## config.mk

```make
export PLATFORM = sky130hd
export DESIGN_NAME = rv_pgm_loader
export DESIGN_NICKNAME = d
export VERILOG_FILES = /design/src/rtl/rv_soc_pkg.sv /design/src/rtl/rv_pgm_timeout.sv /design/src/rtl/rv_pgm_loader.sv
export SDC_FILE = /design/constraint.sdc
export NUM_CORES = 1
export LEC_CHECK = 0
export CAP_MARGIN = 20
export CORE_UTILIZATION = 46
export CTS_BUF_LIST = sky130_fd_sc_hd__clkbuf_8
export CTS_CLUSTER_DIAMETER = 80
export CTS_CLUSTER_SIZE = 10
export DETAILED_ROUTE_END_ITERATION = 8
export DONT_BUFFER_PORTS = 1
export PLACE_DENSITY = 0.69
export SLEW_MARGIN = 25
export SYNTH_ARGS = -nofsm -noshare
export SYNTH_HDL_FRONTEND = slang
export SYNTH_SLANG_ARGS = --single-unit
```

## constraint.sdc

```tcl
create_clock -name sys_clk -period 2.76 [get_ports sys_clk]
set_clock_uncertainty 0.1 [all_clocks]
set_input_delay 0.414 -clock sys_clk [delete_from_list [all_inputs] [get_ports sys_clk]]
set_output_delay 0.414 -clock sys_clk [all_outputs]
set_load 0.02 [all_outputs]
```

## src/rtl/rv_soc_pkg.sv

```systemverilog
// Shared constants for the SoC program loader: FSM encodings, frame sync byte
// and default parameter values.
package rv_soc_pkg;

    localparam int          IMEM_BYTES_DEF  = 1024;
    localparam int          TIMEOUT_CYC_DEF = 100000;
    localparam int          RST_CYC_DEF     = 4;
    localparam logic [7:0]  SYNC_BYTE_DEF   = 8'hA5;

    localparam logic [2:0]  ST_RUN     = 3'd0;
    localparam logic [2:0]  ST_LEN_LO  = 3'd1;
    localparam logic [2:0]  ST_LEN_HI  = 3'd2;
    localparam logic [2:0]  ST_DATA    = 3'd3;
    localparam logic [2:0]  ST_CSUM    = 3'd4;
    localparam logic [2:0]  ST_RELEASE = 3'd5;
    localparam logic [2:0]  ST_ERR     = 3'd6;

endpackage

```

## src/rtl/rv_pgm_timeout.sv

```systemverilog
// Inter-byte gap timer: counts enabled cycles since the last load and flags
// expiry once TIMEOUT_CYC cycles have elapsed without a reload.
module rv_pgm_timeout
    import rv_soc_pkg::*;
#(
    parameter int TIMEOUT_CYC = TIMEOUT_CYC_DEF
) (
    input  logic clk,
    input  logic rst_n,
    input  logic i_load,
    input  logic i_enable,
    output logic o_expire
);

    logic [31:0] r_cnt;
    logic        w_expire;

    assign w_expire = i_enable && !i_load && (r_cnt == 32'(TIMEOUT_CYC - 1));
    assign o_expire = w_expire;

    always_ff @(posedge clk or negedge rst_n) begin
        if (!rst_n) begin
            r_cnt <= '0;
        end else if (i_load) begin
            r_cnt <= '0;
        end else if (i_enable && !w_expire) begin
            r_cnt <= r_cnt + 32'd1;
        end
    end

endmodule

```

## src/rtl/rv_pgm_loader.sv

```systemverilog
// UART program loader: receives SYNC, 16-bit LE length, payload and an 8-bit
// sum checksum, writes the payload into instruction memory, then pulses core
// reset. Define RV_PGM_LOADER_TIMEOUT_EN to abort frames on inter-byte gaps.
//
// rx handshake: rx_valid is a one-cycle strobe with no backpressure; every
// strobe is consumed in the cycle it is seen.
module rv_pgm_loader
    import rv_soc_pkg::*;
#(
    parameter int         IMEM_BYTES  = IMEM_BYTES_DEF,
    parameter logic [7:0] SYNC_BYTE   = SYNC_BYTE_DEF,
    parameter int         TIMEOUT_CYC = TIMEOUT_CYC_DEF,
    parameter int         RST_CYC     = RST_CYC_DEF
) (
    input  logic       sys_clk,
    input  logic       sys_rst,
    input  logic       rx_valid,
    input  logic [7:0] rx_data,
    output logic       hlt,
    output logic       pgm_mode,
    output logic       inst_mem_we,
    output logic [9:0] pgm_addr,
    output logic [7:0] pgm_data,
    output logic       core_rst,
    output logic       load_done,
    output logic       load_err,
    output logic [2:0] dbg_state
);

    logic [2:0]  r_state;
    logic        r_hlt, r_pgm_mode, r_we, r_core_rst, r_load_done, r_load_err;
    logic [9:0]  r_addr, r_idx;
    logic [7:0]  r_data, r_len_lo, r_csum;
    logic [15:0] r_len, r_rst_cnt;
    logic [15:0] w_len_rx;
    logic        w_len_bad, w_last, w_sync, w_in_frame, w_timeout;

    assign w_len_rx   = {rx_data, r_len_lo};
    assign w_len_bad  = (w_len_rx == 16'd0) || (w_len_rx > 16'(IMEM_BYTES));
    assign w_last     = ({6'd0, r_idx} == (r_len - 16'd1));
    assign w_sync     = rx_valid && (rx_data == SYNC_BYTE);
    assign w_in_frame = (r_state == ST_LEN_LO) || (r_state == ST_LEN_HI) ||
                        (r_state == ST_DATA)   || (r_state == ST_CSUM);

`ifdef RV_PGM_LOADER_TIMEOUT_EN
    rv_pgm_timeout #(
        .TIMEOUT_CYC (TIMEOUT_CYC)
    ) u_timeout (
        .clk      (sys_clk),
        .rst_n    (sys_rst),
        .i_load   (rx_valid),
        .i_enable (w_in_frame),
        .o_expire (w_timeout)
    );
`else
    assign w_timeout = 1'b0;
`endif

    always_ff @(posedge sys_clk or negedge sys_rst) begin
        if (!sys_rst) begin
            r_state     <= ST_RUN;
            r_hlt       <= 1'b0;
            r_pgm_mode  <= 1'b0;
            r_we        <= 1'b0;
            r_addr      <= '0;
            r_data      <= '0;
            r_core_rst  <= 1'b0;
            r_load_done <= 1'b0;
            r_load_err  <= 1'b0;
            r_idx       <= '0;
            r_len_lo    <= '0;
            r_len       <= '0;
            r_csum      <= '0;
            r_rst_cnt   <= '0;
        end else begin
            r_we        <= 1'b0;
            r_load_done <= 1'b0;
            case (r_state)
                ST_RUN: begin
                    if (w_sync) begin
                        r_state    <= ST_LEN_LO;
                        r_hlt      <= 1'b1;
                        r_pgm_mode <= 1'b1;
                    end
                end
                ST_LEN_LO: begin
                    if (rx_valid) begin
                        r_len_lo <= rx_data;
                        r_state  <= ST_LEN_HI;
                    end
                end
                ST_LEN_HI: begin
                    if (rx_valid) begin
                        r_len  <= w_len_rx;
                        r_idx  <= '0;
                        r_csum <= '0;
                        if (w_len_bad) begin
                            r_state    <= ST_ERR;
                            r_load_err <= 1'b1;
                        end else begin
                            r_state <= ST_DATA;
                        end
                    end
                end
                ST_DATA: begin
                    // A SYNC byte here is payload; only the length ends the frame.
                    if (rx_valid) begin
                        r_we   <= 1'b1;
                        r_addr <= r_idx;
                        r_data <= rx_data;
                        r_csum <= r_csum + rx_data;
                        r_idx  <= r_idx + 10'd1;
                        if (w_last) r_state <= ST_CSUM;
                    end
                end
                ST_CSUM: begin
                    if (rx_valid) begin
                        if (rx_data == r_csum) begin
                            r_state    <= ST_RELEASE;
                            r_core_rst <= 1'b1;
                            r_rst_cnt  <= '0;
                        end else begin
                            r_state    <= ST_ERR;
                            r_load_err <= 1'b1;
                        end
                    end
                end
                ST_RELEASE: begin
                    if (r_rst_cnt == 16'(RST_CYC - 1)) begin
                        r_core_rst  <= 1'b0;
                        r_hlt       <= 1'b0;
                        r_pgm_mode  <= 1'b0;
                        r_load_done <= 1'b1;
                        r_state     <= ST_RUN;
                    end else begin
                        r_rst_cnt <= r_rst_cnt + 16'd1;
                    end
                end
                ST_ERR: begin
                    if (w_sync) begin
                        r_state    <= ST_LEN_LO;
                        r_load_err <= 1'b0;
                    end
                end
                default: r_state <= ST_RUN;
            endcase
            // Gap expiry only matters when no byte arrived this cycle.
            if (w_in_frame && !rx_valid && w_timeout) begin
                r_state    <= ST_ERR;
                r_load_err <= 1'b1;
            end
        end
    end

    assign hlt         = r_hlt;
    assign pgm_mode    = r_pgm_mode;
    assign inst_mem_we = r_we;
    assign pgm_addr    = r_addr;
    assign pgm_data    = r_data;
    assign core_rst    = r_core_rst;
    assign load_done   = r_load_done;
    assign load_err    = r_load_err;
    assign dbg_state   = r_state;

endmodule

```

==> run_results.csv, run 1 <==
group,metric,value,unit
sta,layout_setup_ws,134,ps
logic_synthesis,synth_edf_count,0,
finish,antenna_cells,0,
worst_setup_path,rr_endpoint,"dbg_state[0]$_DFFE_PN0P_",
finish,final_cell_count_no_fill,566,
worst_hold_path,hold_end,"r_len[11]$_DFFE_PN0P_",
placement,place_ws,79.9,ps
logic_synthesis,async_flop_share,1.00,
worst_setup_path,worst_setup_path_start_kind,"register",
logic_synthesis,yosysWarnings,0,
logic_synthesis,ys_seq_elements,84,
logic_synthesis,postSynthCellCount,427,
clock_network,cts.sink_count,84,
pwr,finalPower,4.75,mW
clock_network,path_clk_slew,100,ps
pwr,leakagePower,2.07,nW
logic_synthesis,synth.avg_cell_area,10.4,um^2
die,num_rows,35,
pwr,switching_power,1.96,mW
pwr,vdd_drop_max,0.465,mV
pwr,powerDensity,979,nW/um^2
drt,avgRoutedWirePerCell,17.3,um
drt,via_count,3312,
worst_setup_path,slowest_delay,490,ps
logic_synthesis,synth_cell_types,62,
finish,area_growth,9.06,%
clock_network,clk-insertion-delay-late,360,ps
worst_setup_path,endpoint_kind,"register",
sta,fin_hold_ws,77.5,ps
sta,hold_viol,0,
die,io_pins,38,
placement,dp.cells,547,
worst_setup_path,slowest_stage,"or3b_2",
clock_network,numCtsBuffers,9,
die,die_h,100,um
logic_synthesis,synth.yosys.seq_area_share,0.473,
sta,rsz0062_at_grt,"no",
worst_setup_path,path_max_fanout,5,
clock_network,cts_max_level,3,
worst_setup_path,rr_worst_depth,8,
finish,fin_nets,454,
worst_setup_path,timing.rr.start,"r_len[0]$_DFFE_PN0P_",
pwr,p_clk_frac,0.176,
global_routing,antenna_found_initial,0,
placement,dp_hpwl,6.88,mm
sta,maxSlewViolCount,0,
flow_run,cap_viol_max_count,0,
drt,drc,0,
drt,ant_nets,0,
finish,drive_above_1_share,0.185,
sta,finalCriticalPeriod,2630,ps
worst_setup_path,r2r_setup_slack,130,ps
global_routing,grtUsageTotal,0.212,
global_routing,grt-ovfl-total,0,
pwr,p_seq_frac,0.460,
worst_hold_path,whs_path_depth,2,
pwr,pwr-share-comb,0.363,
sta,finalSetupTns,0,ps
clock_network,cts.path.max_buffers,2,
outcome,status,"finished clean",
clock_network,cts-root-buf,"clkbuf_8",
worst_setup_path,crit_required,2910,ps
global_routing,grt_max_degree,85,
placement,port_buffers,0,
worst_setup_path,crit_chain,"inv_1, ha_1, or3b_2, o41ai_2, o2111ai_2, a2111oi_4, nand3b_1, a31o_1",
global_routing,grt_pass1_vias,3247,
clock_network,cts_tree,"yes",
sta,tightest_slew,671,ps
worst_hold_path,min_path_type,"primary input to register",
worst_hold_path,hp-start,"rx_data[3]",
global_routing,grt_pass1_wl,16.5,mm
placement,place_congestion,0.834,
die,die_x,100,um
logic_synthesis,synth_fp_nets,449,
worst_setup_path,setup.worst_path.class,"register to register",
sta,max_slew_margin,0.553,
logic_synthesis,syn_area,4450,um^2
drt,wirelength,9.82,mm
pwr,internal_power,2.79,mW
worst_setup_path,cp.arrival,2780,ps
logic_synthesis,yosys_most_used_dff,"dfrtp_1",
worst_setup_path,critPathLaunch,"r_len[0]$_DFFE_PN0P_",
die,coreArea,9280,um^2
die,die_area,10100,um^2
sta,setup_viol,0,
drt,viasPerCell,5.85,
drt,first_pass_iters,4,
finish,nFillCells,839,
sta,max_freq,381,MHz
sta,fin_crit_sh,0.951,
die,start_util,0.479,
drt,first_iter_violations,175,
pwr,p_sw_frac,0.413,
## Yosys cell counts, types with 10 or more instances
cell type   n  share of area
a21oi_1    16          0.018
and3_1     10          0.014
clkbuf_1   11         0.0093
dfrtp_1    84           0.47
ha_1       10          0.028
inv_1      11         0.0093
mux2_2     40           0.10
nand2_1    34          0.029
nand3_1    13          0.015
nor2_1     31          0.026
nor3_1     19          0.021
nor4_1     12          0.017
o21ai_0    17          0.019
xnor2_1    23          0.045
xor2_1     10          0.020
## power groups by stage
stage                     Combinational, mW  Clock, mW  Sequential (mW)
after global routing                   1.91      0.902             2.25
after CTS                              1.70      0.848             2.18
after global placement                 1.61          0             2.19
after detailed placement               1.66          0             2.21
final                                  1.73      0.837             2.19
after floorplan                        1.39          0             2.04
## kinds of logic after synthesis
| logic type | after synthesis | synth area share |
|---|---|---|
| simple gates | 159 | 0.190 |
| flops | 84 | 0.473 |
| compound gates | 67 | 0.104 |
| mux | 42 | 0.106 |
| xor+xnor | 33 | 0.0650 |
| buf+inv | 31 | 0.0298 |
| fa+ha+maj | 11 | 0.0326 |
## worst max-delay path: cells and delay by family (launching register included)
| family | cells | cell delay, ps |
|---|---|---|
| DFF | 1 | 430 |
| adders and majority gates | 1 | 210 |
| and+or+nand+nor | 2 | 640 |
| buffers and inverters | 1 | 100 |
| AOI/OAI and AO/OA | 4 | 1050 |
## through the flow
stage               instance area [um^2]  utilization
floorplan                           4450            -
global placement                    4600        0.495
detailed placement                  4600        0.495
CTS                                 4820        0.519
global route                        4850        0.522
finish                              4850        0.522
## how the worst max path moves through the flow
stage                     cells after the start  slack [ps]                        to
after floorplan                               8         280  dbg_state[0]$_DFFE_PN0P_
after global placement                        8         160  dbg_state[0]$_DFFE_PN0P_
after detailed placement                      8          80  dbg_state[0]$_DFFE_PN0P_
after CTS                                     8          50  dbg_state[0]$_DFFE_PN0P_
after global routing                          8           6  dbg_state[0]$_DFFE_PN0P_
final                                         8         130  dbg_state[0]$_DFFE_PN0P_
## metal layers
metal,vias to the layer above,GRT usage,part of all wire
met1,1657,0.293,0.47
li1,1570,-,-
met2,74,0.326,0.47
met4,0,0.0825,0.013
met5,-,0,0
met3,11,0.0460,0.048
## cell usage in the layout (no fill, tap or decap), types with 11 or more instances in the layout
master,count
nand3_1,13
xnor2_1,23
inv_1,11
nand2_1,34
a21oi_1,15
dfrtp_1,84
nor2_1,31
nor3_1,19
o21ai_0,17
mux2_2,40
nor4_1,12
buf_4,12
## sequential cells by signal (all words and copies together), names as in the netlist, 3 cells and up
signal / cells
dbg_state: 3
pgm_addr: 10
pgm_data: 8
r_csum: 8
r_idx: 10
r_len: 16
r_len_lo: 8
r_rst_cnt: 16
## what timing repair did
| action | in CTS | in global routing |
|---|---|---|
| setup buffers | 0 | 1 |
| gates resized for setup | 0 | 2 |
| hold endpoints to repair | 84 | 0 |
| hold buffers | 2 | 0 |
| setup endpoints to repair | 0 | 3 |
## layout make-up
cell class	count	area, um^2	share of cell area
clock buffers	9	124	0.0255
flip-flops and latches	84	2100	0.434
well taps	129	161	0.0333
clock inverters	7	58.8	0.0121
multi-input cells	312	2230	0.461
repair buffers	14	128	0.0263
inverters	11	41.3	0.00852
No activity file was read; power rests on OpenSTA's default activity.
==> run 2, diff against run 1 <==
Clock period 2.76 ns to 2.6 ns, I/O delays scaled along.
==> run_results.csv, run 2 (same netlist as run 1, synthesis figures left out) <==
group,metric,value,unit
worst_hold_path,whs_path_depth,2,
finish,area_growth,11.5,%
clock_network,numCtsBuffers,9,
sta,fin_hold_ws,46.3,ps
clock_network,cts_max_level,3,
finish,antenna_cells,0,
worst_hold_path,hold_end,"r_len[11]$_DFFE_PN0P_",
finish,drive_above_1_share,0.211,
worst_setup_path,rr_endpoint,"dbg_state[0]$_DFFE_PN0P_",
worst_hold_path,hp-start,"rx_data[3]",
worst_setup_path,cp.arrival,2650,ps
placement,dp_hpwl,6.89,mm
worst_setup_path,slowest_delay,590,ps
global_routing,grt_pass1_vias,3348,
sta,setup_viol,0,
worst_hold_path,min_path_type,"primary input to register",
worst_setup_path,endpoint_kind,"register",
finish,reg_top3,"r_len (16), r_rst_cnt (16)",
finish,multi_input_area,2270,um^2
global_routing,grt-ovfl-total,0,
worst_setup_path,setup.worst_path.class,"register to register",
finish,final_common_cell,"dfrtp_1",
drt,avgRoutedWirePerCell,17.0,um
sta,tightest_slew,691,ps
global_routing,use_met2,0.337,
placement,place_area,4670,um^2
die,start_util,0.479,
pwr,finalPower,5.16,mW
placement,place_congestion,0.839,
sta,max_slew_margin,0.539,
finish,regArea,2100,um^2
global_routing,use_met3,0.0453,
pwr,vdd_drop_max,0.487,mV
drt,viasPerCell,5.76,
pwr,p_clk_frac,0.170,
die,die_x,100,um
worst_setup_path,rr_worst_depth,7,
sta,max_freq,399,MHz
worst_setup_path,r2r_setup_slack,100,ps
global_routing,grt_max_degree,85,
sta,finalSetupTns,0,ps
global_routing,grtUsageTotal,0.214,
worst_setup_path,crit_chain,"buf_4, or4_4, nor3_4, nand4_1, a2111oi_4, nand3b_1, a31o_1",
clock_network,cts.sink_count,84,
sta,hold_viol,0,
global_routing,antenna_found_initial,0,
flow_run,cap_viol_max_count,0,
finish,fin_nets,463,
die,die_h,100,um
drt,wirelength,9.75,mm
die,io_pins,38,
sta,rsz0062_at_grt,"yes",
drt,first_pass_iters,4,
placement,port_buffers,0,
pwr,p_sw_frac,0.409,
drt,first_iter_violations,164,
drt,drc,0,
pwr,powerDensity,1040,nW/um^2
clock_network,path_clk_slew,90,ps
pwr,p_seq_frac,0.448,
worst_setup_path,crit_required,2750,ps
clock_network,clk-insertion-delay-late,360,ps
die,die_area,10100,um^2
finish,fin_util,0.534,
worst_setup_path,timing.rr.start,"r_len[0]$_DFFE_PN0P_",
pwr,pwr-share-comb,0.382,
clock_network,cts_setup_buffers,0,
global_routing,grt_most_used_layer,"met2",
global_routing,grt_util_met1,0.292,
die,coreArea,9280,um^2
finish,final_area,4960,um^2
die,num_rows,35,
drt,via_count,3311,
worst_setup_path,slowest_stage,"or4_4",
clock_network,cts_tree,"yes",
worst_setup_path,path_max_fanout,7,
sta,finalCriticalPeriod,2500,ps
sta,maxSlewViolCount,0,
drt,ant_nets,0,
pwr,leakagePower,2.13,nW
pwr,switching_power,2.11,mW
outcome,status,"finished clean",
clock_network,cts-root-buf,"clkbuf_8",
sta,fin_crit_sh,0.963,
worst_setup_path,worst_setup_path_start_kind,"register",
finish,final_cell_mix,"84 x dfrtp_1, 40 x mux2_2, 34 x nand2_1",
pwr,internal_power,3.05,mW
clock_network,cts.path.max_buffers,2,
finish,nFillCells,850,
global_routing,grt_pass1_wl,16.8,mm
==> run 2: repair_timing <==
action | 4_1_cts | 5_1_grt
resized for setup | 1 | 9
hold endpoints to repair | 84 | 0
pin swaps | 1 | 4
setup endpoints to repair | 1 | 5
hold buffers | 2 | 0
==> run 2: per-layer routing <==
metal | routed length, um | vias to the layer above | share of wire
li1 | - | 1592 | -
met1 | 4640 | 1636 | 0.48
met2 | 4530 | 68 | 0.46
met3 | 420 | 15 | 0.043
met4 | 159 | 0 | 0.016
met5 | 0 | - | 0
==> run 2: how the worst max path moves through the flow <==
stage,startpoint,to,depth (start not counted)
global placement,r_len[0]$_DFFE_PN0P_,dbg_state[0]$_DFFE_PN0P_,8
CTS,r_rst_cnt[10]$_DFFE_PN0P_,r_rst_cnt[9]$_DFFE_PN0P_,6
global route,r_len[0]$_DFFE_PN0P_,dbg_state[0]$_DFFE_PN0P_,7
floorplan,r_len[0]$_DFFE_PN0P_,dbg_state[0]$_DFFE_PN0P_,8
detailed placement,r_len[0]$_DFFE_PN0P_,dbg_state[0]$_DFFE_PN0P_,8
finish,r_len[0]$_DFFE_PN0P_,dbg_state[0]$_DFFE_PN0P_,7
==> run 2: final cells by class <==
class	count	share of cell area
Clock buffer	9	0.0250
Clock inverter	7	0.0119
Inverter	11	0.00833
Multi-Input combinational cell	312	0.459
Sequential cell	84	0.424
Tap cell	129	0.0326
Timing Repair Buffer	23	0.0394
==> run 2: power by group through the flow <==
stage	Combinational, mW	Sequential (mW)	Clock [mW]
finish	1.97	2.31	0.879
global route	2.19	2.38	0.957
CTS	1.92	2.30	0.903
detailed placement	1.87	2.32	0
global placement	1.82	2.30	0
floorplan	1.48	2.17	0
==> run 2: worst max-delay path: cells and delay by family, from the launching register on <==
kind,cells,cell delay (ps)
AND/OR/NAND/NOR,4,1130
AO/OA/AOI/OAI,2,630
flip-flops,1,380
buffers and inverters,1,150
==> run 2: stage by stage <==
step,setup WS (ps),cells
floorplan,119,427
global placement,16.8,557
detailed placement,7.07,557
CTS,16.3,575
global route,-33.5,575
finish,96.7,575
==> run 3, diff against run 2 <==
Settings changed: CORE_MARGIN set to 4.
==> run_results.csv, run 3 (same netlist as run 1, synthesis figures left out) <==
group,metric,value,unit
finish,area_growth,11.7,%
pwr,vdd_drop_max,0.693,mV
sta,layout_setup_ws,61.0,ps
die,start_util,0.477,
die,num_rows,35,
global_routing,grt_most_used_layer,"met2",
clock_network,cts.path.max_buffers,2,
sta,maxSlewViolCount,0,
drt,avgRoutedWirePerCell,17.4,um
clock_network,numCtsBuffers,9,
sta,fin_crit_sh,0.977,
sta,hold_viol,0,
sta,max_freq,394,MHz
finish,final_cell_mix,"84 x dfrtp_1, 40 x mux2_2, 34 x nand2_1",
pwr,powerDensity,1050,nW/um^2
placement,port_buffers,0,
sta,tightest_slew,718,ps
sta,max_slew_margin,0.522,
global_routing,grt_pass1_wl,17.0,mm
worst_setup_path,slowest_delay,600,ps
drt,first_pass_iters,4,
sta,fin_hold_ws,66.8,ps
worst_setup_path,setup.worst_path.class,"register to register",
finish,reg_top3,"r_len (16), r_rst_cnt (16)",
die,io_pins,38,
die,die_area,11300,um^2
clock_network,path_clk_slew,100,ps
pwr,leakagePower,2.14,nW
worst_setup_path,slowest_stage,"or4_4",
clock_network,cts.sink_count,84,
die,die_h,106,um
global_routing,use_met3,0.0474,
flow_run,cap_viol_max_count,0,
global_routing,antenna_found_initial,0,
drt,viasPerCell,5.74,
worst_setup_path,endpoint_kind,"register",
drt,wirelength,9.99,mm
finish,antenna_cells,0,
clock_network,cts_max_level,3,
finish,final_common_cell,"dfrtp_1",
sta,setup_viol,0,
clock_network,cts_setup_buffers,0,
drt,via_count,3289,
finish,fin_nets,461,
worst_hold_path,min_path_type,"primary input to register",
outcome,status,"finished clean",
placement,place_congestion,0.862,
global_routing,grtUsageTotal,0.187,
die,coreArea,9330,um^2
sta,finalSetupTns,0,ps
drt,first_iter_violations,181,
global_routing,grt_pass1_vias,3338,
global_routing,grt_max_degree,85,
clock_network,cts_tree,"yes",
worst_setup_path,path_max_fanout,7,
drt,drc,0,
sta,rsz0062_at_grt,"yes",
global_routing,grt_util_met1,0.254,
sta,finalCriticalPeriod,2540,ps
worst_setup_path,crit_chain,"buf_4, or4_4, nor3_4, nand4_1, a2111oi_4, nand3b_1, a31o_1",
die,die_x,106,um
placement,dp_hpwl,7.03,mm
worst_setup_path,worst_setup_path_start_kind,"register",
global_routing,grt-ovfl-total,0,
finish,drive_above_1_share,0.209,
worst_setup_path,crit_required,2750,ps
clock_network,cts-root-buf,"clkbuf_8",
placement,place_ws,-87.6,ps
drt,ant_nets,0,
global_routing,use_met2,0.293,
clock_network,clk-insertion-delay-late,370,ps
pwr,finalPower,5.23,mW
worst_setup_path,cp.arrival,2690,ps
## run 3: changes by cell type in the layout (fill, tap and decap cells not counted), moves of 2 or more
cell / change
inv_8: +3
buf_4: -2
nor4_2: +2
nor4_1: -2
clkinvlp_4: -2
## run 3: path summary, 6_finish.rpt
path / cells after the start / slack (ps) / end / startpoint
min: 2 / 70 / r_len[11]$_DFFE_PN0P_ / rx_data[3]
max in group asynchronous: 2 / 1580 / pgm_data[2]$_DFFE_PN0P_ / sys_rst
max: 7 / 60 / dbg_state[0]$_DFFE_PN0P_ / r_len[0]$_DFFE_PN0P_
min in group asynchronous: 2 / 440 / inst_mem_we$_DFF_PN0_ / sys_rst
min reg2reg: 2 / 390 / r_csum[0]$_DFFE_PN0P_ / r_csum[0]$_DFFE_PN0P_
max reg2reg: 7 / 60 / dbg_state[0]$_DFFE_PN0P_ / r_len[0]$_DFFE_PN0P_
## run 3: area by class of cell
cell class / count / area [um^2]
Clock buffer: 9 / 124
Clock inverter: 7 / 76.3
Fill cell: 831 / 4360
Inverter: 11 / 41.3
Multi-Input combinational cell: 312 / 2280
Sequential cell: 84 / 2100
Tap cell: 129 / 161
Timing Repair Buffer: 21 / 180
## run 3: repair_timing
item | 4_1_cts | 5_1_grt
pin swaps | 1 | 5
hold buffers | 2 | 0
hold endpoints to repair | 84 | 0
setup endpoints to repair | 14 | 8
resized for setup | 3 | 8
## run 3: worst max-delay path, delay by kind of cell, from the launching register on
kind | cells | cell delay [ps]
flops | 1 | 390
buf+inv | 1 | 150
simple gates | 4 | 1140
compound gates | 2 | 650
## run 3: per-layer routing
layer	up-vias	part of all wire
met4	0	0.0087
met2	78	0.47
met1	1627	0.45
met3	7	0.064
met5	-	0
li1	1577	-
## run 3: through the flow
step | instance area [um^2] | utilization | cells
3_5_place_dp | 4660 | 0.499 | 555
6_report | 4970 | 0.532 | 573
2_1_floorplan | 4450 | - | 427
5_1_grt | 4970 | 0.532 | 573
4_1_cts | 4910 | 0.526 | 573
3_3_place_gp | 4660 | 0.499 | 555
## run 3: power by group
group	total (mW)	switching (mW)	internal, mW
Combinational	1.98	1.01	0.968
Sequential	2.32	0.597	1.72
Clock	0.942	0.558	0.384
